[src/rtl/vga_plot_arb.sv]
// vga_plot_arb: arbitrates two pixel requesters and a screen clear onto one Avalon write master
module vga_plot_arb #(
   parameter int SCREEN_W = 160,
   parameter int SCREEN_H = 120
) (
   input  logic        clk,
   input  logic        reset_n,
   input  logic        r0_valid,
   input  logic        r1_valid,
   output logic        r0_ready,
   output logic        r1_ready,
   input  logic [7:0]  r0_x,
   input  logic [6:0]  r0_y,
   input  logic [7:0]  r0_colour,
   input  logic [7:0]  r1_x,
   input  logic [6:0]  r1_y,
   input  logic [7:0]  r1_colour,
   input  logic        clear_start,
   input  logic [7:0]  clear_colour,
   output logic        busy_clearing,
   output logic [3:0]  avm_address,
   output logic        avm_write,
   output logic [31:0] avm_writedata,
   input  logic        avm_waitrequest,
   output logic [15:0] drop_count
);
   localparam logic [1:0] S_IDLE  = 2'd0;
   localparam logic [1:0] S_ISSUE = 2'd1;
   localparam logic [1:0] S_CLEAR = 2'd2;
   localparam logic [8:0] W_LIM = 9'(SCREEN_W);
   localparam logic [7:0] H_LIM = 8'(SCREEN_H);
   localparam logic [7:0] W_MAX = 8'(SCREEN_W - 1);
   localparam logic [6:0] H_MAX = 7'(SCREEN_H - 1);

   logic [1:0]  r_state;
   logic [1:0]  w_next;
   logic [7:0]  r_x;
   logic [6:0]  r_y;
   logic [7:0]  r_colour;
   logic [7:0]  r_cx;
   logic [6:0]  r_cy;
   logic [7:0]  r_clr_colour;
   logic        r_clr_pending;
   logic        r_last_grant;
   logic [15:0] r_drop;
   logic        w_open;
   logic        w_g0;
   logic        w_g1;
   logic        w_xfer;
   logic [7:0]  w_x;
   logic [6:0]  w_y;
   logic [7:0]  w_colour;
   logic        w_in_range;
   logic        w_clr_last;
   logic        w_enter_clear;

   // A clear request in the same cycle beats any pixel request; readies are also held low in reset.
   assign w_open     = reset_n && r_state == S_IDLE && !r_clr_pending && !clear_start;
   assign w_g1       = r1_valid && (!r0_valid || !r_last_grant);
   assign w_g0       = r0_valid && !w_g1;
   assign r0_ready   = w_open && w_g0;
   assign r1_ready   = w_open && w_g1;
   assign w_xfer     = r0_ready || r1_ready;
   assign w_x        = w_g1 ? r1_x : r0_x;
   assign w_y        = w_g1 ? r1_y : r0_y;
   assign w_colour   = w_g1 ? r1_colour : r0_colour;
   assign w_in_range = ({1'b0, w_x} < W_LIM) && ({1'b0, w_y} < H_LIM);
   assign w_clr_last = r_cx == W_MAX && r_cy == H_MAX;
   assign w_enter_clear = r_state != S_CLEAR && w_next == S_CLEAR;
   assign avm_address = 4'd0;
   assign drop_count  = r_drop;

   // State register.
   always_ff @(posedge clk or negedge reset_n) begin
      if (!reset_n) r_state <= S_IDLE;
      else          r_state <= w_next;
   end

   // Next state: a pending clear is taken from IDLE, or once the outstanding pixel write completes.
   always_comb begin
      w_next = (r_state == S_IDLE)  ? (r_clr_pending ? S_CLEAR : (w_xfer && w_in_range) ? S_ISSUE : S_IDLE) :
               (r_state == S_ISSUE) ? (avm_waitrequest ? S_ISSUE : r_clr_pending ? S_CLEAR : S_IDLE) :
               (r_state == S_CLEAR) ? ((!avm_waitrequest && w_clr_last) ? S_IDLE : S_CLEAR) : S_IDLE;
   end

   // Outputs are pure functions of state and the latched write fields, so they stay stable under stall.
   always_comb begin
      avm_write     = r_state == S_ISSUE || r_state == S_CLEAR;
      busy_clearing = r_clr_pending || r_state == S_CLEAR;
      avm_writedata = (r_state == S_ISSUE) ? {1'b0, r_y, r_x, 8'd0, r_colour} :
                      (r_state == S_CLEAR) ? {1'b0, r_cy, r_cx, 8'd0, r_clr_colour} : 32'd0;
   end

   // Datapath: pixel latch, round-robin history, drop counter, clear bookkeeping and raster scan.
   always_ff @(posedge clk or negedge reset_n) begin
      if (!reset_n) begin
         r_x           <= '0;
         r_y           <= '0;
         r_colour      <= '0;
         r_cx          <= '0;
         r_cy          <= '0;
         r_clr_colour  <= '0;
         r_clr_pending <= 1'b0;
         r_last_grant  <= 1'b1;
         r_drop        <= '0;
      end else begin
         if (w_xfer) begin
            r_last_grant <= w_g1;
            if (w_in_range) begin
               r_x      <= w_x;
               r_y      <= w_y;
               r_colour <= w_colour;
            end else if (r_drop != 16'hFFFF) begin
               r_drop <= r_drop + 16'd1;
            end
         end
         if (w_enter_clear) begin
            r_clr_pending <= 1'b0;
         end else if (clear_start && r_state != S_CLEAR) begin
            r_clr_pending <= 1'b1;
            r_clr_colour  <= clear_colour;
         end
         if (r_state != S_CLEAR) begin
            r_cx <= '0;
            r_cy <= '0;
         end else if (!avm_waitrequest) begin
            r_cx <= (r_cx == W_MAX) ? 8'd0 : r_cx + 8'd1;
            r_cy <= (r_cx == W_MAX) ? r_cy + 7'd1 : r_cy;
         end
      end
   end
endmodule

[config.mk]
export PLATFORM = sky130hd
export DESIGN_NAME = vga_plot_arb
export DESIGN_NICKNAME = d
export VERILOG_FILES = /design/src/rtl/vga_plot_arb.sv
export SDC_FILE = /design/constraint.sdc
export NUM_CORES = 1
export LEC_CHECK = 0
export ABC_AREA = 0
export CAP_MARGIN = 20
export CORE_ASPECT_RATIO = 0.6
export CORE_MARGIN = 2
export CORE_UTILIZATION = 47
export DETAILED_ROUTE_END_ITERATION = 6
export GPL_TIMING_DRIVEN = 0
export PLACE_DENSITY = 0.81
export SETUP_SLACK_MARGIN = 0.2
export SLEW_MARGIN = 20
export SYNTH_ARGS = -nofsm -noshare
export SYNTH_HDL_FRONTEND = slang
export SYNTH_SLANG_ARGS = --single-unit
[constraint.sdc]
create_clock -name clk -period 2.6 [get_ports clk]
set_input_delay 0.26 -clock clk [delete_from_list [all_inputs] [get_ports clk]]
set_output_delay 0.26 -clock clk [all_outputs]
set_load 0.05 [all_outputs]
==> Yosys cells after proc, flatten, opt, wreduce, memory -nomap -nowiden <==
Index checks and enable logic that the tools add are counted.
{ "word_totals": {"regBits": 66, "latchBits": 0, "mem_bits_rw": 0, "romBits": 0, "elab_cells": 76, "mem_count": 0} }
{ "classes": {"add_sub_neg": 3, "multipliers": 0, "div_mod_pow": 0, "magnitude_cmp": 2, "eq_ne": 8, "shift": 0, "muxes": 21, "bitwise_logic": 2, "n_reduce_logical": 30} }
{ "op_table": {"columns": ["operator", "count"], "rows": [
  ["31-bit two-way mux", 2],
  ["8-bit two-way mux", 5],
  ["7-bit two-way mux", 4],
  ["16-bit by 1-bit adder with 16-bit output, second input constant", 1],
  ["16-bit != test, second input constant", 1],
  ["2-bit two-way mux", 7],
  ["1-bit logical AND", 13],
  ["8-bit by 1-bit adder with 8-bit output, second input constant", 1],
  ["8-bit equality test, second input constant", 1],
  ["8-bit < comparator, second input constant", 1],
  ["7-bit by 1-bit adder with 7-bit output, second input constant", 1],
  ["7-bit equality test, second input constant", 1],
  ["7-bit < comparator, second input constant", 1],
  ["1-bit logical NOT", 6],
  ["2-bit AND reduction", 3],
  ["2-bit equality test, second input constant", 2],
  ["1-bit logical OR", 4],
  ["2-bit nonzero test", 2],
  ["1-bit two-way mux", 3],
  ["3-bit AND reduction", 1],
  ["2-bit by 1-bit equality test with 1-bit output, second input constant", 1],
  ["2-bit logical NOT", 1],
  ["2-bit by 1-bit != test with 1-bit output, second input constant", 1],
  ["2-bit != test, second input constant", 1],
  ["1-bit NOT", 2]
]} }

==> Logic depth before layout (Yosys ltp) <==
Gate-level depths: netlist of the first run.
{ "depth": {"depth_word": 15, "mapped_depth": 9, "depth_no_buf": 8} }

==> Least setup slack after synthesis of the first run <==
No wires, ideal clock.
{ "synth_path": {"path_kind": "flip-flop to output port", "start": "register r_state[0]", "end": "output port avm_writedata[17]", "arrival_ps": 2337, "path_slack_ps": 3, "path_stages_with_launch": 7, "path_buffers": 2, "cell_sequence": "dfrtp_1 -> inv_1 -> ha_1 -> clkbuf_1 -> clkbuf_1 -> nand2_1 -> o21ai_0"} }
{ "synth_between": {"elab_chain_cells": 3, "elab_cells_between_ends": 4, "classes_between": "eq/ne (2); mux (2)"} }
{ "synth_lines": {"columns": ["element", "line", "text"], "rows": [
  ["from (decl)", "35", "logic [1:0] r_state;"],
  ["from (signal assigned)", "76", "else r_state <= w_next;"],
  ["2-bit equality test", "91", "(r_state == S_CLEAR) ? {1'b0, r_cy, r_cx, 8'd0, r_clr_colour} : 32'd0;"],
  ["31-bit two-way mux", "91", null],
  ["31-bit two-way mux *", "90", "avm_writedata = (r_state == S_ISSUE) ? {1'b0, r_y, r_x, 8'd0, r_colour} :"],
  ["to (decl)", "23", "output logic [31:0] avm_writedata,"]
]} }
Mark *: on every way between the ends. The rest lies on a longest branch, timed or not.

==> Worst setup path in the final report of the first run <==
{ "layout_path": {"start": "input port r1_valid", "end": "output port r1_ready"} }
{ "layout_between": {"elab_chain_cells": 2} }
{ "layout_lines": {"columns": ["element", "line", "text"], "rows": [
  ["from (decl)", "9", "input logic r1_valid,"],
  ["1-bit logical AND", "59", "assign w_g1 = r1_valid && (!r0_valid || !r_last_grant);"],
  ["1-bit logical AND", "62", "assign r1_ready = w_open && w_g1;"],
  ["to (decl)", "11", "output logic r1_ready,"]
]} }
No other way between the ends.

==> impl_metrics.tcl, run 1 <==
set metrics [dict create \
    status "complete, no violations" \
    cts_buffers 9 \
    ir_worst_vdd_v 0.000292 \
    whs_ps 304 \
    insertion_delay_ps 330 \
    hp-class "in2reg" \
    power_w 0.00288 \
    die_w_um 117 \
    seqPwrFrac_pct 39.9 \
    route.met2.wl_mm 4.47 \
    grt_pass1_vias 3204 \
    drc 0 \
    critPathSlowestCell "clkdlybuf4s50_1" \
    required_ps 2340 \
    worstSetupStartpointType "input pin" \
    met1_length_mm 4.46 \
    synth_commonest_cells "dfrtp_1, nand2_1, nor2_1, a21oi_1, mux2i_1" \
    synth_flop_cell "dfrtp_1" \
    grt_max_degree 35 \
    yosys.area.top_type "dfrtp_1" \
    nNetsFinal 564 \
    antenna_found_initial 0 \
    fin_crit_ps 2340 \
    rows 24 \
    dr.first_iter.drc_count 244 \
    dp_slack_ps -219 \
    fill_cells 594 \
    fin_crit_sh_pct 90.1 \
    worst-path-buf-inv 4 \
    core_sq_um 7330 \
    multiInputGateArea_sq_um 1770 \
    slew_violations 0 \
    vias 3216 \
    wirelength_mm 9.92 \
    h-tree-depth 3 \
    overflow 0 \
    p_sw_w 0.000894 \
    avgSynthCellArea_sq_um 9.73 \
    port_buffers 101 \
    crit_chain "clkdlybuf4s50_1 > a21boi_1 > buf_4 > buf_2 > and2_1 > clkdlybuf4s15_2" \
    grt_pass1_wl_mm 15.5 \
    crit_path_end_kind "output port" \
    fin_skew_ps 8.27 \
    clk_path_buf_depth 2 \
    cts_tree "yes" \
    dp.cells 586 \
    synth_area_sq_um 3580 \
    async_flop_share_pct 100 \
    syn_to_final_growth_pct 41.5 \
    ys_warn_count 0 \
    dr_wl_met3_um 880 \
    synth_area_leaders "dfrtp_1, mux2i_1, xnor2_1" \
    tightest_slew_ps 510 \
    initial_core_util_pct 48.9 \
    die_area_sq_um 8350 \
    critPathKind "in2out" \
    synth.most_common_cell "dfrtp_1" \
    grt.total_usage_pct 24.4 \
    seqCellArea_sq_um 1650 \
    netlist.area_leader.share_pct 45.4 \
    rsz0062_at_grt "true" \
    max_stage_delay_ps 500 \
    cap_violations 0 \
    clkPwrFrac_pct 38.8 \
    p_int_w 0.00199 \
    synth_cell_types 40 \
    io_pins 116 \
    setup_tns_ps 0 \
    clockRootBuffer "clkbuf_16" \
    clock-sinks 66 \
    postRouteAntennaNets 0 \
    p_per_area_nw_per_um2 568 \
    vias_per_cell 5.30 \
    synth_seq_cells 66 \
    path_delay_family "buffers and inverters" \
    stdcell_count 607 \
    finalHoldViolCount 0 \
    setup_slack_ps 256 \
    setup-violations-final 0 \
    postCtsSetupBuffers 0 \
    dp_hpwl_mm 7.49 \
    swShare_pct 31.0 \
    relSlewSlack_pct 65.9 \
    synth_edf_count 0 \
    highest_layer "met4" \
    arrival_ps 2080 \
    path_clk_slew_ps 50 \
    dr.pass1.iters 4 \
    die_y_um 71.6 \
    drive_above_1_share_pct 18.7 \
    n_antenna_cell 0 \
    combPwrFrac_pct 21.4 \
    ys_seq_area_share_pct 46.2 \
    leakage_nw 2.36 \
    path_max_fanout 10 \
    synthCells 368 \
    wire_per_inst_um 16.3 \
    max_freq_mhz 427 \
    place_congestion 0.869 \
]
[cell type report]
cell class | instances | area share [%]
buffer | 31 | 3.93
clock inverter | 6 | 0.840
multi-input combinational | 280 | 34.9
clock buffer | 10 | 4.72
timing repair buffer | 107 | 20.2
tap | 104 | 2.57
inverter | 3 | 0.222
sequential | 66 | 32.6
[state kept, by name (all words and copies together), names as in the netlist]
register and flops:
r_cx 8, r_y 7, r_cy 7, r_state 2, r_clr_colour 8, r_clr_pending 1
r_colour 8, r_last_grant 1, r_x 8, drop_count 16
[layer usage]
metal | vias up | global-route usage (%)
met2 | 141 | 38.6
met1 | 1568 | 33.6
met4 | 0 | 5.49
met3 | 12 | 7.36
li1 | 1495 | -
met5 | - | 0
[path summary, 6_finish.rpt]
check	slack [ps]	end	from	depth (start not counted)
hold / removal	300	r_state[0]	avm_waitrequest	3
setup / recovery	260	r1_ready	r1_valid	6
hold reg to reg	500	r_last_grant	r_last_grant	2
max in group asynchronous	1230	r_cy[0]	reset_n	5
setup reg to reg	380	drop_count[10]	r_state[0]	9
min in group asynchronous	590	drop_count[2]	reset_n	4
[power by group through the flow]
stage | Sequential (W) | Clock, W | Combinational, W
global route | 0.00116 | 0.00117 | 0.000656
CTS | 0.00115 | 0.00113 | 0.000639
finish | 0.00115 | 0.00112 | 0.000615
global placement | 0.00116 | 0 | 0.000629
detailed placement | 0.00116 | 0 | 0.000642
floorplan | 0.00115 | 0 | 0.000398
[timing repair]
item                                   in CTS  in global routing
hold buffers                                5                  0
endpoints found under the hold margin      34                  0
setup endpoints to repair                  26                 19
resized for setup                          96                 30
pin swaps                                   0                  0
[worst min-delay path: cells and delay by family]
kind / cells / cell delay (ps)
buffers and inverters: 1 / 160
AND/OR/NAND/NOR: 1 / 100
AO/OA/AOI/OAI: 1 / 60
[layout by cell type (no fill, tap or decap), types with 5 or more instances in the layout]
master	count
clkdlybuf4s50_1	74
dfrtp_1	65
nand2_1	49
nor2_1	35
a21oi_1	26
buf_2	24
mux2i_1	24
xnor2_1	22
buf_4	17
o21ai_0	13
conb_1	13
nand3_1	12
and2_1	10
mux2_2	10
a22o_1	9
nand4_1	9
clkbuf_16	9
o21ai_1	7
nor2b_1	7
ha_1	6
clkbuf_2	5
[through the flow]
step           area (sq um)  utilization, %
6_report               5070            69.1
5_1_grt                5070            69.1
4_1_cts                5120            69.9
3_5_place_dp           4780            65.3
3_3_place_gp           4770            65.0
2_1_floorplan          3620               -
[cell families (layout without fill, tap and decap cells)]
| family | after synthesis | in the layout | synth area share, % |
|---|---|---|---|
| and+or+nand+nor | 139 | 139 | 19.1 |
| AOI/OAI and AO/OA | 63 | 63 | 10.9 |
| other | 1 | 13 | 0.105 |
| DFF | 66 | 66 | 46.2 |
| buffers and inverters | 34 | 157 | 5.66 |
| xor gates and xnor gates | 25 | 25 | 6.12 |
| adders and majority gates | 6 | 6 | 2.10 |
| muxes | 34 | 34 | 9.86 |
(Power assumes the default switching activity.)
==> run 2: changes to the inputs <==
--- a/config.mk
+++ b/config.mk
@@ -6,7 +6,7 @@
 export NUM_CORES = 1
 export LEC_CHECK = 0
 export ABC_AREA = 0
-export CAP_MARGIN = 20
+export CAP_MARGIN = 30
 export CORE_ASPECT_RATIO = 0.6
 export CORE_MARGIN = 2
 export CORE_UTILIZATION = 47
==> results of run 2 <==
The final DEF is identical to that of run 1; final timing and power are the same.
